--- src/rtl/pll_cfg_sel_pkg.sv ---
// Shared types for the PLL configuration selector: FSM state encoding,
// config index width and the wrap/saturate index step helper.
package pll_cfg_sel_pkg;

    localparam int PLL_ADDR_W = 8;

    typedef enum logic [2:0] {
        S_START,
        S_IDLE,
        S_REQ,
        S_BLANK,
        S_WAIT
    } state_t;

    // Bounds are tested before the +/-1, so an index at 8'hFF or 8'h00 never rolls over.
    function automatic logic [PLL_ADDR_W-1:0] step_idx(
        input logic [PLL_ADDR_W-1:0] idx,
        input logic                  up,
        input logic [PLL_ADDR_W-1:0] lo,
        input logic [PLL_ADDR_W-1:0] hi,
        input logic                  wrap
    );
        logic [PLL_ADDR_W-1:0] res;
        if (up) begin
            if (idx >= hi) res = wrap ? lo : hi;
            else           res = idx + PLL_ADDR_W'(1);
        end else begin
            if (idx <= lo) res = wrap ? hi : lo;
            else           res = idx - PLL_ADDR_W'(1);
        end
        return res;
    endfunction

endpackage

--- src/rtl/pll_cfg_sel_if.sv ---
// Request bus between the config selector (master) and the PLL DRP stage (slave).
interface pll_cfg_sel_if;
    import pll_cfg_sel_pkg::*;

    logic [PLL_ADDR_W-1:0] PLL_ADDR;
    logic                  PLL_CHG;
    logic                  BUSY;
    logic                  LOCK_ERR;
    logic                  PLL_LOCK;

    modport master (
        output PLL_ADDR,
        output PLL_CHG,
        output BUSY,
        output LOCK_ERR,
        input  PLL_LOCK
    );

    modport slave (
        input  PLL_ADDR,
        input  PLL_CHG,
        input  BUSY,
        input  LOCK_ERR,
        output PLL_LOCK
    );

endinterface

--- src/rtl/pll_cfg_sel_btn_debounce.sv ---
// Button conditioner: 2-flop synchroniser, stability counter (2^DEB_W-1 cycles)
// and a one-cycle pulse on each debounced rising edge.
module pll_cfg_sel_btn_debounce #(
    parameter int DEB_W = 16
) (
    input  logic CLK,
    input  logic RSTXO,
    input  logic btn,
    output logic pulse
);

    localparam logic [DEB_W-1:0] CNT_LAST = ~(DEB_W)'(1);

    logic             sync1;
    logic             sync2;
    logic             stable;
    logic             stable_d;
    logic [DEB_W-1:0] cnt;

    // Any disagreement with the debounced level restarts the stability count.
    always_ff @(posedge CLK or negedge RSTXO) begin
        if (!RSTXO) begin
            sync1    <= 1'b0;
            sync2    <= 1'b0;
            stable   <= 1'b0;
            stable_d <= 1'b0;
            cnt      <= '0;
            pulse    <= 1'b0;
        end else begin
            sync1    <= btn;
            sync2    <= sync1;
            stable_d <= stable;
            pulse    <= stable & ~stable_d;
            if (sync2 == stable) begin
                cnt <= '0;
            end else if (cnt == CNT_LAST) begin
                stable <= sync2;
                cnt    <= '0;
            end else begin
                cnt <= cnt + (DEB_W)'(1);
            end
        end
    end

endmodule

--- src/rtl/pll_cfg_sel.sv ---
// PLL config selector: debounced UP/DN step a config index and issue PLL_CHG requests,
// then track relock with a sticky timeout error. Option: PLL_CFG_SEL_AUTOSWEEP_EN.
module pll_cfg_sel
    import pll_cfg_sel_pkg::*;
#(
    parameter logic [PLL_ADDR_W-1:0] ADDR_MIN  = 8'd0,
    parameter logic [PLL_ADDR_W-1:0] ADDR_MAX  = 8'd15,
    parameter logic [PLL_ADDR_W-1:0] ADDR_INIT = 8'd0,
    parameter bit                    WRAP      = 1'b1,
    parameter int                    DEB_W     = 16,
    parameter int                    BLANK_CYC = 64,
    parameter int                    TO_W      = 20
) (
    input  logic CLK,
    input  logic RSTXO,
    input  logic BTN_UP,
    input  logic BTN_DN,
`ifdef PLL_CFG_SEL_AUTOSWEEP_EN
    input  logic SWEEP_EN,
`endif
    pll_cfg_sel_if.master bus
);

    localparam int                 BLANK_W    = (BLANK_CYC > 1) ? $clog2(BLANK_CYC) : 1;
    localparam logic [BLANK_W-1:0] BLANK_LOAD = BLANK_W'(BLANK_CYC - 1);

    state_t                state;
    state_t                state_nxt;
    logic [PLL_ADDR_W-1:0] idx;
    logic [PLL_ADDR_W-1:0] idx_nxt;
    logic [PLL_ADDR_W-1:0] cand;
    logic [BLANK_W-1:0]    blank_cnt;
    logic [TO_W-1:0]       to_cnt;
    logic [TO_W-1:0]       to_inc;
    logic                  lock_m;
    logic                  lock_s;
    logic                  lock_err;
    logic                  up_pulse;
    logic                  dn_pulse;
    logic                  up_evt;

    pll_cfg_sel_btn_debounce #(.DEB_W(DEB_W)) u_deb_up (
        .CLK   (CLK),
        .RSTXO (RSTXO),
        .btn   (BTN_UP),
        .pulse (up_pulse)
    );

    pll_cfg_sel_btn_debounce #(.DEB_W(DEB_W)) u_deb_dn (
        .CLK   (CLK),
        .RSTXO (RSTXO),
        .btn   (BTN_DN),
        .pulse (dn_pulse)
    );

`ifdef PLL_CFG_SEL_AUTOSWEEP_EN
    // The timeout counter doubles as the sweep timer while idle.
    assign up_evt = up_pulse | (SWEEP_EN & (state == S_IDLE) & (to_cnt == '1));
`else
    assign up_evt = up_pulse;
`endif

    assign to_inc = to_cnt + (TO_W)'(1);
    assign cand   = step_idx(idx, up_evt, ADDR_MIN, ADDR_MAX, WRAP);

    always_ff @(posedge CLK or negedge RSTXO) begin
        if (!RSTXO) begin
            lock_m <= 1'b0;
            lock_s <= 1'b0;
        end else begin
            lock_m <= bus.PLL_LOCK;
            lock_s <= lock_m;
        end
    end

    always_ff @(posedge CLK or negedge RSTXO) begin
        if (!RSTXO) begin
            state <= S_START;
            idx   <= ADDR_INIT;
        end else begin
            state <= state_nxt;
            idx   <= idx_nxt;
        end
    end

    always_comb begin
        state_nxt = state;
        idx_nxt   = idx;
        case (state)
            S_START: state_nxt = S_REQ;
            S_IDLE: begin
                if ((up_evt ^ dn_pulse) && (cand != idx)) begin
                    idx_nxt   = cand;
                    state_nxt = S_REQ;
                end
            end
            S_REQ:   state_nxt = S_BLANK;
            S_BLANK: if (blank_cnt == '0) state_nxt = S_WAIT;
            S_WAIT:  if (lock_s || (to_inc == '1)) state_nxt = S_IDLE;
            default: state_nxt = S_START;
        endcase
    end

    // Timeout counter is zeroed on every request and on leaving S_WAIT.
    always_ff @(posedge CLK or negedge RSTXO) begin
        if (!RSTXO) begin
            blank_cnt <= '0;
            to_cnt    <= '0;
            lock_err  <= 1'b0;
        end else begin
            case (state)
                S_REQ: begin
                    blank_cnt <= BLANK_LOAD;
                    to_cnt    <= '0;
                end
                S_BLANK: begin
                    if (blank_cnt != '0) blank_cnt <= blank_cnt - BLANK_W'(1);
                    else                 to_cnt    <= '0;
                end
                S_WAIT: begin
                    if (lock_s) begin
                        lock_err <= 1'b0;
                        to_cnt   <= '0;
                    end else if (to_inc == '1) begin
                        lock_err <= 1'b1;
                        to_cnt   <= '0;
                    end else begin
                        to_cnt <= to_inc;
                    end
                end
`ifdef PLL_CFG_SEL_AUTOSWEEP_EN
                S_IDLE: to_cnt <= SWEEP_EN ? to_inc : '0;
`endif
                default: ;
            endcase
        end
    end

    assign bus.PLL_ADDR = idx;
    assign bus.PLL_CHG  = (state == S_REQ);
    assign bus.BUSY     = (state != S_IDLE);
    assign bus.LOCK_ERR = lock_err;

endmodule

--- src/flat_wrapper.sv ---
// flat-port wrapper written by rule: the top's interface ports become plain ports
module pll_cfg_sel_flat import pll_cfg_sel_pkg::*;
#(
    parameter logic [PLL_ADDR_W-1:0] ADDR_MIN  = 8'd0,
    parameter logic [PLL_ADDR_W-1:0] ADDR_MAX  = 8'd15,
    parameter logic [PLL_ADDR_W-1:0] ADDR_INIT = 8'd0,
    parameter bit                    WRAP      = 1'b1,
    parameter int                    DEB_W     = 16,
    parameter int                    BLANK_CYC = 64,
    parameter int                    TO_W      = 20
)
  (CLK, RSTXO, BTN_UP, BTN_DN, bus_PLL_ADDR, bus_PLL_CHG, bus_BUSY, bus_LOCK_ERR, bus_PLL_LOCK);
  pll_cfg_sel_if bus_i ();
  input  logic CLK;
  input  logic RSTXO;
  input  logic BTN_UP;
  input  logic BTN_DN;
  output wire logic [$bits(bus_i.PLL_ADDR)-1:0] bus_PLL_ADDR;
  output wire logic [$bits(bus_i.PLL_CHG)-1:0] bus_PLL_CHG;
  output wire logic [$bits(bus_i.BUSY)-1:0] bus_BUSY;
  output wire logic [$bits(bus_i.LOCK_ERR)-1:0] bus_LOCK_ERR;
  input wire logic [$bits(bus_i.PLL_LOCK)-1:0] bus_PLL_LOCK;
  assign bus_PLL_ADDR = bus_i.PLL_ADDR;
  assign bus_PLL_CHG = bus_i.PLL_CHG;
  assign bus_BUSY = bus_i.BUSY;
  assign bus_LOCK_ERR = bus_i.LOCK_ERR;
  assign bus_i.PLL_LOCK = bus_PLL_LOCK;
  pll_cfg_sel #(.ADDR_MIN(ADDR_MIN), .ADDR_MAX(ADDR_MAX), .ADDR_INIT(ADDR_INIT), .WRAP(WRAP), .DEB_W(DEB_W), .BLANK_CYC(BLANK_CYC), .TO_W(TO_W)) u_core (.CLK(CLK), .RSTXO(RSTXO), .BTN_UP(BTN_UP), .BTN_DN(BTN_DN), .bus(bus_i));
endmodule
--- config.mk ---
export PLATFORM = sky130hd
export DESIGN_NAME = pll_cfg_sel_flat
export DESIGN_NICKNAME = d
export VERILOG_FILES = /design/src/rtl/pll_cfg_sel_pkg.sv /design/src/rtl/pll_cfg_sel_if.sv /design/src/rtl/pll_cfg_sel_btn_debounce.sv /design/src/rtl/pll_cfg_sel.sv /design/src/flat_wrapper.sv
export SDC_FILE = /design/constraint.sdc
export NUM_CORES = 1
export LEC_CHECK = 0
export CORE_ASPECT_RATIO = 1.2
export CORE_MARGIN = 10
export CORE_UTILIZATION = 30
export CTS_BUF_LIST = sky130_fd_sc_hd__clkbuf_8
export CTS_CLUSTER_DIAMETER = 100
export CTS_CLUSTER_SIZE = 10
export DETAILED_ROUTE_END_ITERATION = 8
export PLACE_DENSITY = 0.56
export SYNTH_ARGS = -nofsm -noshare
export SYNTH_HDL_FRONTEND = slang
export SYNTH_HIERARCHICAL = 1
export SYNTH_SLANG_ARGS = --single-unit
--- constraint.sdc ---
create_clock -name CLK -period 2.5 [get_ports CLK]
set_input_delay 0.375 -clock CLK [delete_from_list [all_inputs] [get_ports CLK]]
set_output_delay 0.375 -clock CLK [all_outputs]
set_load 0.02 [all_outputs]
# Word level (Yosys, flattened, before mapping)
# Index checks and enable logic that the tools add are counted.
totals:
  reg_bits: 82
  latchBits: 0
  ramBits: 0
  rom_bits: 0
  input_bits: 5
  out_inout_bits: 11
  elab_cells: 84
  n_memories: 0
classes:
  addsub: 6
  multipliers: 0
  div: 0
  n_lt_le_gt_ge: 2
  eq_ne: 16
  shift: 0
  mux: 19
  n_bitwise: 7
  n_reduce_logical: 15
ops:
  columns: ["cell", "n"]
  rows:
  - ["$mux W16", 4]
  - ["$mux W20", 3]
  - ["$pmux W20 S3", 1]
  - ["$add A16 B1 Y16 const B", 2]
  - ["$eq A16 B16 Y1 const B", 2]
  - ["$mux W8", 3]
  - ["$add A20 B1 Y20 const B", 1]
  - ["$eq A20 B20 Y1 const B", 1]
  - ["$pmux W3 S5", 1]
  - ["$pmux W6 S2", 1]
  - ["$reduce_and A2 Y1", 6]
  - ["$mux W3", 3]
  - ["$add A8 B1 Y8 const B", 1]
  - ["$ge A8 B4 Y1 const B", 1]
  - ["$le A8 B1 Y1 const B", 1]
  - ["$ne A2 B1 Y1 const B", 4]
  - ["$ne A8 B8 Y1", 1]
  - ["$sub A8 B1 Y8 const B", 1]
  - ["$eq A3 B2 Y1 const B", 2]
  - ["$logic_not A6 Y1", 1]
  - ["$mux W6", 1]
  - ["$reduce_bool A6 Y1", 1]
  - ["$sub A6 B1 Y6 const B", 1]
  - ["$not A1 Y1", 4]
  - ["14 further kinds", 18]

# Depth between registers and ports, before layout
# Gate-level depths: netlist of run 1.
logic_depth:
  depth_word: 7
  ltp_mapped: 10
  ltp_nobuf: 9

# Cells and area by module
# Netlist of run 1, hierarchy kept.
by_module_without_submodules:
  columns: ["mod", "instances", "cells_each", "area_each_um2", "seq_area_each_um2"]
  rows:
  - ["pll_cfg_sel", 1, 300, 2447.3, 1001.0]
  - ["pll_cfg_sel_btn_debounce", 2, 86, 994.7, 525.5]

# Least setup slack after synthesis of run 1
# OpenSTA, ideal clock, no wires.
synth_timing:
  kind: "reg-to-reg"
  from: "reg u_core.to_cnt[0]"
  to: "reg u_core.to_cnt[17]"
  setup_time_ps: 127
  arrival_ps: 2069
  t_required_ps: 2373
  path_slack_ps: 304
  path_stages_with_launch: 10
  path_buffers: 1
  period_less_slack_ps: 2196
  cell_sequence: "dfrtp_1 > ha_1 > nand3_1 > nor2_1 > and3_1 > a2bb2oi_1 > nand4_2 > buf_6 > a31oi_1 > mux2i_1"
synth_via:
  elab_chain_len: 5
synth_rtl:
  columns: ["element", "line_no", "text"]
  rows:
  - ["start: declaration", "pll_cfg_sel.sv:33", "logic [TO_W-1:0] to_cnt;"]
  - ["start signal: assignment", "pll_cfg_sel.sv:128", "to_cnt <= to_inc;"]
  - ["$add A20 B1 Y20 *", "pll_cfg_sel.sv:63", "assign to_inc = to_cnt + (TO_W)'(1);"]
  - ["$eq A20 B20 Y1", "pll_cfg_sel.sv:124", "end else if (to_inc == '1) begin"]
  - ["$mux W20 *", "pll_cfg_sel.sv:124", null]
  - ["$mux W20 *", "pll_cfg_sel.sv:121", "if (lock_s) begin"]
  - ["$pmux W20 S3 *", "pll_cfg_sel.sv:111", "case (state)"]
# Every way passes the cells marked *; elsewhere a longest branch is shown, timed or not.
# A chain may end at the register's enable or synchronous reset.

# Worst setup path after layout of run 1
layout_timing:
  from: "reg u_core.to_cnt[0]"
  to: "reg u_core.to_cnt[3]"
# Same word-level chain as after synthesis.

==> run summary, run 1 <==
status -> finished, violations left
failing checks -> negative hold slack
num rows -> 48
Yosys Warn Count -> 6
Post-synth top cells -> dfrtp_1, nor2_1, nand2_1
Compound-Gate Fraction of Synth Area -> 8.18%
Clk pin slew, worst setup/hold paths -> 90 ps
Setup Skew -> 10.5 ps
area taken by multi-input logic gates -> 2140 sq um
final setup fails -> 0
GRT Util Overall -> 9.44%
Most common cell on crit path -> buf_4
largest family of logic cells by synthesized area -> simple AND/OR/NAND/NOR gates
TritonRoute pass-1 iters -> 4
largest net degree at the start of global routing -> 44
syn nets -> 488
post-route ant nets -> 0
# fillers -> 1482
final instance area -> 5000 sq um
setup repair after global routing missed its margin -> false
Syn-to-layout area delta -> 12.7%
DIE HEIGHT -> 153 microns
Die X-Extent -> 131 microns
Mapped Cells -> 472
fin cells -> 696
DP Worst Slack -> 206 ps
WHS -> -9.80 ps
Post-Synth XOR/XNOR Area -> 7.30%
first-pass GRT wire length -> 15.7 mm
Core Util, Final -> 34.6%
ant diodes -> 0
share of cells above drive strength 1 -> 13.7%
Synth Flop Type -> dfrtp_1
Setup Buffers After CTS -> 0
routed via count -> 3416
initial core utilization -> 30.7%
Final nets -> 507
CP max-delay cell -> dfrtp_2
top-count cell post-synth -> dfrtp_1
core area -> 14500 sq um
worst vdd ir -> 0.191 mV
mux cell area share after synthesis -> 2.14%
CP peak stage delay -> 480 ps
Critical Path Fanout Max -> 13
Synth Cell Area -> 4440 sq um
post-route setup slack -> 290 ps
clk root buf -> clkbuf_8
latest clock arrival within the worst-skew pair -> 370 ps
area leader, netlist -> dfrtp_1
ys async rst share -> 100%
Worst-Margin Slew -> 601 ps
share of the synthesized area in the top cell type -> 46.2%
final worst-path cycle share -> 88.4%
Fin. Hold Viols -> 11
vias in the first global route -> 3394
Setup CP Type -> reg2reg
Max-Cap Viols -> 0
# DRC -> 0
setup TNS -> 0 ps
input/output buffers -> 15
initial DRC count -> 289
dpl cells -> 680
CTS tree -> built
syn avg cell area -> 9.40 sq um
Req. time, crit path -> 2750 ps
Hold WC Path Type -> in2async
Worst EP arrival -> 2460 ps
Synth area leaders -> dfrtp_1, xnor2_1, nand3_1, nor2_1, nand2_1
simple-gate share of the synthesized area -> 27.6%
Routability Congestion -> 0.898
H-tree levels -> 3
# IOs -> 16
min Tclk post-route -> 2210 ps
WL final -> 8.93 mm
initial antenna violation count -> 0
r2r worst-path depth -> 9
Synth Register Bits -> 82
DP Area -> 4800 sq um
register area -> 2050 sq um
Final Max Tran Viols -> 0
die area -> 20100 sq um
post-synthesis adder-cell area fraction -> 3.10%
Clock Sink Count -> 82
EDFF count, synth -> 0
number of buffers created by CTS -> 9
Max Root-Sink Buffers -> 2
Critical Path, Cell by Cell -> ha_1 -> nand3_1 -> nor2_1 -> buf_4 -> nor4_1 -> nand4_2 -> buf_4 -> a31oi_1 -> mux2i_1
leakage -> 2.07 nW
via density per instance -> 4.91
sequential cell area fraction in the yosys report -> 46.2%
CP startpoint kind -> flop
Final Power -> 2.38 mW
dpl hpwl -> 6.23 mm
Max Freq -> 0.453 GHz
wire length per cell -> 12.8 microns
Slew Limit Headroom -> 59.6%
Synth cell types -> 38
Pwr Density -> 475 nW/um^2
Crit. End Element -> flop
total gr overflow -> 0
==> sequential cells by signal, indices dropped and copies added, names as in the netlist, 3 cells and up <==
register	count
u_core/bus.PLL_ADDR	8
u_core/state	3
u_core/u_deb_dn/cnt	16
u_core/u_deb_up/cnt	16
u_core/blank_cnt	6
u_core/to_cnt	20
==> cell usage in the layout, fill, tap and decap left out, types with 3 or more instances in the layout <==
master,n
dfrtp_1,80
nor2_1,44
nand2_1,39
nand3_1,38
inv_1,31
xnor2_1,29
o21ai_0,23
nor2_2,21
nor4_1,15
nand4_1,15
a31oi_1,15
clkdlybuf4s50_1,13
a21oi_1,13
nor3_1,12
buf_4,11
ha_1,11
clkbuf_8,9
xor2_1,8
or3_1,7
and3_1,5
nor2b_1,5
mux2i_1,5
o21ai_1,5
nand2b_1,4
mux2_2,4
o31ai_1,4
or2_2,3
nand4_4,3
nand4_2,3
==> cell type report <==
class,instances,area share [%]
Sequential cell,82,41.1
Multi-Input combinational cell,342,42.9
Tap cell,200,5.00
Clock buffer,9,2.48
Clock inverter,7,1.43
Inverter,30,2.25
Timing Repair Buffer,26,4.90
==> where the power goes <==
part	leakage [nW]	switching, mW	total (mW)	internal (mW)
sequential	1.11	0.0120	1.35	1.34
combinational	0.866	0.0453	0.0676	0.0223
clock	0.0966	0.501	0.960	0.459
total	2.07	0.559	2.38	1.82
==> timing repair <==
item,CTS,global route
setup endpoints to repair,0,4
gates resized for setup,0,3
hold buffers,0,0
==> worst paths after layout <==
| path | from | endpoint | slack [ps] |
|---|---|---|---|
| setup / recovery | u_core/to_cnt[0] | u_core/to_cnt[3] | 290 |
| hold / removal | RSTXO | u_core/to_cnt[9] | -10 |
| setup reg to reg | u_core/to_cnt[0] | u_core/to_cnt[3] | 290 |
| hold reg to reg | u_core/u_deb_dn/sync1 | u_core/u_deb_dn/sync2 | 350 |
| max in group asynchronous | RSTXO | u_core/u_deb_dn/cnt[1] | 1890 |
| min in group CLK | u_core/u_deb_dn/sync1 | u_core/u_deb_dn/sync2 | 350 |
==> cells by family (layout without fill, tap and decap cells) <==
logic type | Yosys count | count (layout)
and+or+nand+nor | 221 | 221
DFF | 82 | 82
AOI/OAI and AO/OA | 64 | 64
buffers and inverters | 48 | 72
xor gates and xnor gates | 37 | 37
adders and majority gates | 11 | 11
muxes | 9 | 9
==> critical path: cells and delay by family, from the launching register on <==
family	cells	cell delay [ps]
buf+inv	2	360
flops	1	480
compound gates	1	170
mux	1	90
fa+ha+maj	1	280
simple gates	4	730
==> routing by layer <==
| layer | vias up | wire, microns | GRT usage (%) |
|---|---|---|---|
| met4 | 0 | 214 | 4.67 |
| li1 | 1680 | - | - |
| met2 | 55 | 4420 | 15.1 |
| met5 | - | 0 | 0 |
| met1 | 1668 | 4010 | 11.5 |
| met3 | 13 | 280 | 2.21 |
Power figures use the tool's default switching activity.
==> inputs of run 2 (changes only) <==
clock period = 2.8 ns   (was 2.5 ns; I/O delays follow)
==> run summary, run 2 (same netlist as run 1, synthesis figures left out) <==
status -> finished, final reports clean
Worst-Margin Slew -> 597 ps
Max Freq -> 0.405 GHz
Slew Limit Headroom -> 60.2%
Die X-Extent -> 131 microns
clk root buf -> clkbuf_8
Clk pin slew, worst setup/hold paths -> 90 ps
CP peak stage delay -> 620 ps
Final Max Tran Viols -> 0
Syn-to-layout area delta -> 13.8%
core area -> 14500 sq um
number of buffers created by CTS -> 9
num rows -> 48
Pwr Density -> 462 nW/um^2
final instance area -> 5050 sq um
via density per instance -> 4.86
final worst-path cycle share -> 88.2%
Hold WC Path Type -> in2async
wire length per cell -> 12.6 microns
largest net degree at the start of global routing -> 46
CP startpoint kind -> flop
Req. time, crit path -> 2380 ps
WL final -> 8.77 mm
TritonRoute pass-1 iters -> 4
# IOs -> 16
CP max-delay cell -> clkdlybuf4s50_1
initial antenna violation count -> 0
GRT Util Overall -> 9.26%
initial core utilization -> 30.7%
Final Power -> 2.33 mW
dpl hpwl -> 6.08 mm
min Tclk post-route -> 2470 ps
post-route setup slack -> 329 ps
Crit. End Element -> output port
WHS -> 59.7 ps
routed via count -> 3375
post-route ant nets -> 0
DIE HEIGHT -> 153 microns
H-tree levels -> 3
Critical Path Fanout Max -> 11
# fillers -> 1456
register area -> 2050 sq um
share of cells above drive strength 1 -> 13.5%
DP Worst Slack -> 316 ps
Largest regs -> u_core/to_cnt (20), u_core/u_deb_dn/cnt (16), u_core/u_deb_up/cnt (16)
Setup CP Type -> reg2out
largest reg by FF count -> u_core/to_cnt
CTS tree -> built
fin cells -> 695
area taken by multi-input logic gates -> 2150 sq um
input/output buffers -> 15
die area -> 20100 sq um
total gr overflow -> 0
leakage -> 2.09 nW
Post-CTS Hold Buffers -> 0
vias in the first global route -> 3315
max reg flops -> 20
commonest non-fill, non-tap cell in the layout -> dfrtp_1
DP Area -> 4790 sq um
Clock Sink Count -> 82
first-pass GRT wire length -> 15.3 mm
Max Root-Sink Buffers -> 2
Setup Skew -> 11.0 ps
Final nets -> 506
initial DRC count -> 215
Fin. Hold Viols -> 0
Worst EP arrival -> 2050 ps
final setup fails -> 0
# DRC -> 0
Critical Path, Cell by Cell -> or3_1 -> inv_1 -> clkdlybuf4s50_1
ant diodes -> 0
Core Util, Final -> 34.9%
setup repair after global routing missed its margin -> false
Routability Congestion -> 0.883
latest clock arrival within the worst-skew pair -> 370 ps
worst vdd ir -> 0.180 mV
Max-Cap Viols -> 0
setup TNS -> 0 ps
dpl cells -> 679
commonest cells after routing, fill and taps aside -> dfrtp_1, nor2_1, nand2_1
## run 2: final cells by class
cell class / instances / area share (%)
clock buffer: 11 / 3.00
clock inverter: 5 / 1.98
inverter: 30 / 2.23
multi-input combinational: 342 / 42.5
sequential: 82 / 40.6
tap: 200 / 4.96
timing repair buffer: 25 / 4.66
## run 2: what timing repair did
action,in CTS,in global routing
gates resized for setup,0,1
setup buffers,0,0
setup endpoints to repair,0,3
## run 2: critical path: cells and delay by family, from the launching register on
family / cells / cell delay (ps)
DFF: 1 / 500
buffers and inverters: 2 / 720
and+or+nand+nor: 1 / 470
## run 2: routing by layer
metal  wire length (microns)  up-vias  GRT usage [%]
li1                        -     1670              -
met4                     226        0           5.20
met1                    3930     1642           11.0
met5                       0        -              0
met3                     308       13           1.80
met2                    4310       50           15.2
## run 2: power by group
part / switching, mW / internal (mW)
Clock: 0.431 / 0.638
Combinational: 0.0405 / 0.0191
Sequential: 0.0104 / 1.19
## run 2: final timing paths
kind | from | to | slack [ps] | cells after the start
min in group CLK | u_core/u_deb_up/sync1 | u_core/u_deb_up/sync2 | 350 | 0
min | RSTXO | u_core/to_cnt[7] | 60 | 1
max in group asynchronous | RSTXO | u_core/u_deb_dn/cnt[14] | 2110 | 2
max reg2reg | u_core/to_cnt[0] | u_core/to_cnt[2] | 400 | 9
min reg2reg | u_core/u_deb_up/sync1 | u_core/u_deb_up/sync2 | 350 | 0
max | u_core/state[0] | bus_PLL_CHG | 330 | 3
==> edit 1, RTL diff (settings of run 1) <==
`WRAP` is set to 1'b1 in 2 places; all go to 1'b0.
--- a/src/rtl/pll_cfg_sel.sv
+++ b/src/rtl/pll_cfg_sel.sv
@@ -7,5 +7,5 @@
     parameter logic [PLL_ADDR_W-1:0] ADDR_MAX  = 8'd15,
     parameter logic [PLL_ADDR_W-1:0] ADDR_INIT = 8'd0,
-    parameter bit                    WRAP      = 1'b1,
+    parameter bit                    WRAP      = 1'b0,
     parameter int                    DEB_W     = 16,
     parameter int                    BLANK_CYC = 64,
--- a/src/flat_wrapper.sv
+++ b/src/flat_wrapper.sv
@@ -5,5 +5,5 @@
     parameter logic [PLL_ADDR_W-1:0] ADDR_MAX  = 8'd15,
     parameter logic [PLL_ADDR_W-1:0] ADDR_INIT = 8'd0,
-    parameter bit                    WRAP      = 1'b1,
+    parameter bit                    WRAP      = 1'b0,
     parameter int                    DEB_W     = 16,
     parameter int                    BLANK_CYC = 64,
Behaviour: same outputs for any inputs over 10 cycles, from zero or initial values and one cycle with RSTXO low; that may be too few to reach the edited logic, so the function may still have changed.
==> edit 1 against run 1 <==
The flow finishes with violations (negative hold slack, negative setup slack). Area after synthesis rose by 4.0%. Final area rose by 18%. Power rose by 3.5%. Cell count rose by 9.5%. Combinational power fell by 0.9%. Sequential cell count did not move. Routed wire length rose by 19%. Worst setup slack got worse by 0.46 ns. Clock power rose by 8%. Hold slack improved by 0.0080 ns. Largest power group unchanged. Highest routed layer unchanged.
==> edit 1: results (changes against run 1) <==
** Pwr
- Worst vdd rail ir drop :: 0.0002395 V (+26%)
- The leakage component of the power was 0.002494 µW (+20%).

** Synth
- The synthesized-area fraction occupied by xor and xnor cells was 0.06831 (-0.004729).
- Post-synthesis share of cell area spent on full adders, half adders and majority gates :: 0.02982 (-0.001202)
- The mux contribution to synthesized area came to 0.009488 (-0.01194).
- Post-Syn Nets :: 498 (+2.0%)
- Complex-gate fraction of the synthesized area :: 0.1168 (+0.03505)
- Top post-synthesis cells by count :: sky130_fd_sc_hd__dfrtp_1, sky130_fd_sc_hd__nand2_1, sky130_fd_sc_hd__nor2_1, sky130_fd_sc_hd__nor3_1, sky130_fd_sc_hd__xnor2_1
- Seq/Total Area, Yosys :: 0.4446 (-0.01793)
- By area the synthesized netlist is led by sky130_fd_sc_hd__dfrtp_1, sky130_fd_sc_hd__xnor2_1, sky130_fd_sc_hd__nand2_1.

** Detailed routing
- The routed wire length is 10.66 mm (+19%).
- The count of routing violations after the opening detailed-route iteration came to 151 (-48%).

** Status
- Violated checks :: negative hold slack, negative setup slack
- The run finished, with violations left.

** Worst setup path
- The maximum single-stage delay on the critical path was 0.45 ns (-0.03 ns).
- Crit path max-delay cell type :: sky130_fd_sc_hd__or4_4
- Worst reg2reg endpoint :: u_core/to_cnt[5]
- The endpoint arrival time on the critical path was 2.95 ns (+0.49 ns).
- The peak fanout along the critical path came to 5 (-8).
- Reg2reg start :: u_core/to_cnt[1]
- The depth of the worst register-to-register path came to 10 (+1).

** STA
- Clock skew :: 0.01756 ns (+0.007091 ns)
- The final-report setup violation count is 25 (+25).
- The final-report hold violation count is 1 (-10).
- Worst max-slew margin expressed relative to the limit :: 0.5828 (-0.01288)
- The worst setup margin is -0.1736 ns (-0.4641 ns).
- The final hold slack came to -0.001791 ns (+0.008005 ns).

** Clock network
- The worst-skew pair later-pin latency was 0.39 ns (+0.02 ns).

** Final layout
- The share of layout cells above drive strength 1 came to 0.3190 (+0.1819).

** Global routing
- Total Routing Usage GR :: 0.1051 (+0.01066)
- Global-route wire length before repair :: 18.17 mm (+16%)
- Pin count of the biggest net entering global routing :: 48 (+9.1%)

** Placed design
- Placer Congestion :: 0.8770 (-2.4%)
- The half-perimeter wire length after detailed placement came to 7.550 mm (+21%).
[edit 1: worst max-delay path by stage]
stage / from / endpoint / slack [ns] / cells after the start
finish: u_core/to_cnt[1] / u_core/to_cnt[5] / -0.17 / 10
CTS: u_core/to_cnt[1] / u_core/to_cnt[16] / -0.20 / 9
global route: u_core/to_cnt[1] / u_core/to_cnt[5] / -0.29 / 10
floorplan: u_core/to_cnt[1] / u_core/to_cnt[17] / -0.20 / 9
detailed placement: u_core/to_cnt[1] / u_core/to_cnt[6] / -0.25 / 9
global placement: u_core/to_cnt[1] / u_core/to_cnt[6] / -0.15 / 9
[edit 1: timing repair]
item	in CTS	in global routing
pin swaps	15	22
setup buffers	4	3
endpoints found under the setup margin	27	32
gates cloned	0	1
gates resized for setup	24	46
[edit 1: power breakdown]
group / leakage, µW / switching [µW] / internal (µW)
sequential: 0.00110 / 12.0 / 1340
combinational: 0.00129 / 45.7 / 21.2
clock: 0.000107 / 564 / 481
[edit 1: area by class of cell]
| cell class | instances | area [µm²] |
|---|---|---|
| multi-input cells | 361 | 2656 |
| clock buffers | 9 | 123.9 |
| repair buffers | 82 | 670.6 |
| well taps | 204 | 255.2 |
| clock inverters | 7 | 81.33 |
| inverters | 17 | 63.81 |
| flip-flops and latches | 82 | 2062 |
| fillers | 1505 | 9107 |
[edit 1: logic make-up (layout without fill, tap and decap cells)]
family                     count (synthesis)  after routing
and+or+nand+nor                          231            231
DFF                                       82             82
AOI/OAI and AO/OA                         79             79
buffers and inverters                     39            115
xor gates and xnor gates                  36             36
adders and majority gates                 11             11
muxes                                      4              4
[edit 1: per-stage QoR]
stage | instances | instance area, µm² | utilization | setup TNS, ns
final | 762 | 5913 | 0.3937 | -2.792
after global routing | 762 | 5913 | 0.3937 | -5.278
after CTS | 759 | 5708 | 0.3800 | -3.113
after detailed placement | 739 | 5400 | 0.3595 | -3.764
after global placement | 739 | 5400 | 0.3595 | -1.815
after floorplan | 482 | 4718 | - | -2.520
[edit 1: per-layer routing]
| layer | vias to the layer above | GRT usage | part of all wire |
|---|---|---|---|
| met5 | - | 0 | 0 |
| met3 | 16 | 0.01965 | 0.022 |
| met1 | 1861 | 0.1208 | 0.44 |
| met2 | 50 | 0.1826 | 0.52 |
| met4 | 0 | 0.05397 | 0.025 |
| li1 | 1879 | - | - |
==> edit 2, RTL diff (settings of run 1) <==
Made on the original files. The 5 states of `state_t` get a one-hot encoding in 5 bits.
--- a/src/rtl/pll_cfg_sel_pkg.sv
+++ b/src/rtl/pll_cfg_sel_pkg.sv
@@ -5,10 +5,10 @@
     localparam int PLL_ADDR_W = 8;
 
-    typedef enum logic [2:0] {
-        S_START,
-        S_IDLE,
-        S_REQ,
-        S_BLANK,
-        S_WAIT
+    typedef enum logic [4:0] {
+        S_START = 5'b00001,
+        S_IDLE  = 5'b00010,
+        S_REQ   = 5'b00100,
+        S_BLANK = 5'b01000,
+        S_WAIT  = 5'b10000
     } state_t;
 
Function: no difference found for any inputs over 10 cycles, from zero or initial values and one cycle with RSTXO low; not proved beyond that.
==> edit 2 against run 1 <==
Sequential cell count up 2. Routed wire length up 16%. Power up 3.1%. Clock power up 4%. Final area up 8.2%. Area after synthesis up 4.9%. Worst setup slack worse by 0.19 ns. Cell count up 6.3%. Critical endpoint is now bus_PLL_CHG. Highest routed layer unchanged.
==> edit 2: results (changes against run 1) <==
** Status
- The flow ran to the end, and the final reports show no timing, DRC or antenna violations.

** Placed design
- The placed cell area is 0.005139 mm² (+7.0%).
- The half-perimeter wire length after detailed placement was 7.398 mm (+19%).
- Placer Congestion :: 0.8929 (-0.61%)

** Worst setup path
- Critical path data arrival time :: 2.02 ns (-0.44 ns)
- The endpoint identified for the worst register-to-register timing path is u_core/to_cnt[15].
- First element of the critical path :: u_core/state[4]
- Family with the most delay on the worst path :: buffers and inverters
- The peak fanout along the critical path is 5 (-8).

** Pwr
- The internal portion of total power came to 1880 µW (+3.3%).
- The net switching power figure was 571.8 µW (+2.4%).

** Global routing
- The global-route usage over all layers is 0.09993 (+0.005494).
- Pin count of the biggest net entering global routing :: 36 (-18%)
- Number of global-route vias before repair :: 3644 (+7.4%)
- The wire length of the first global-routing pass was 17.57 mm (+12%).

** Detailed routing
- Vias per cell :: 4.931 (+0.47%)

** STA
- Final Worst Setup Slack :: 0.1032 ns (-0.1872 ns)
- Slew @ Worst Pin :: 0.7408 ns (+0.1398 ns)

** Final layout
- Fin cells :: 740 (+6.3%)
- The share of layout cells above drive strength 1 came to 0.1847 (+0.04760).

** Clock network
- The number of hold buffers added after CTS came to 1 (+1).

** Synth
- The net count after synthesis is 504 (+3.3%).
- By count the netlist is led by sky130_fd_sc_hd__dfrtp_1, sky130_fd_sc_hd__nand2_1, sky130_fd_sc_hd__nor2_1, sky130_fd_sc_hd__xnor2_1, sky130_fd_sc_hd__nand3_1.
- By area the synthesized netlist is led by sky130_fd_sc_hd__dfrtp_1, sky130_fd_sc_hd__xnor2_1, sky130_fd_sc_hd__nand2_1.

** Hold path
- Type of the worst min-delay path :: register to register
[edit 2: cell types whose count changed after synthesis, sizes merged, moves of 6 or more]
cell,run 1,this run
nor3,13,22
o21ai,28,22
nand2,39,45
a31oi,15,2
nand3,39,26
inv,30,20
a211o,0,7
[edit 2: final cells by class]
class                      count  area, µm²
clock inverter                 5      60.06
multi-input combinational    362       2327
clock buffer                  10      137.6
fill                        1571       9668
sequential                    84       2108
tap                          204      255.2
timing repair buffer          55      450.4
inverter                      20      75.07
[edit 2: cells by family after synthesis]
group           synth area share
compound gates           0.09516
xor+xnor                 0.08280
fa+ha+maj                0.02957
buf+inv                  0.05457
flops                     0.4519
mux                     0.009408
simple gates              0.2766
[edit 2: routing by layer]
| layer | vias to the layer above | share of wire | GRT usage |
|---|---|---|---|
| met2 | 56 | 0.51 | 0.1749 |
| met5 | - | 0 | 0 |
| met3 | 18 | 0.030 | 0.01858 |
| met4 | 0 | 0.025 | 0.04878 |
| met1 | 1781 | 0.43 | 0.1148 |
| li1 | 1794 | - | - |
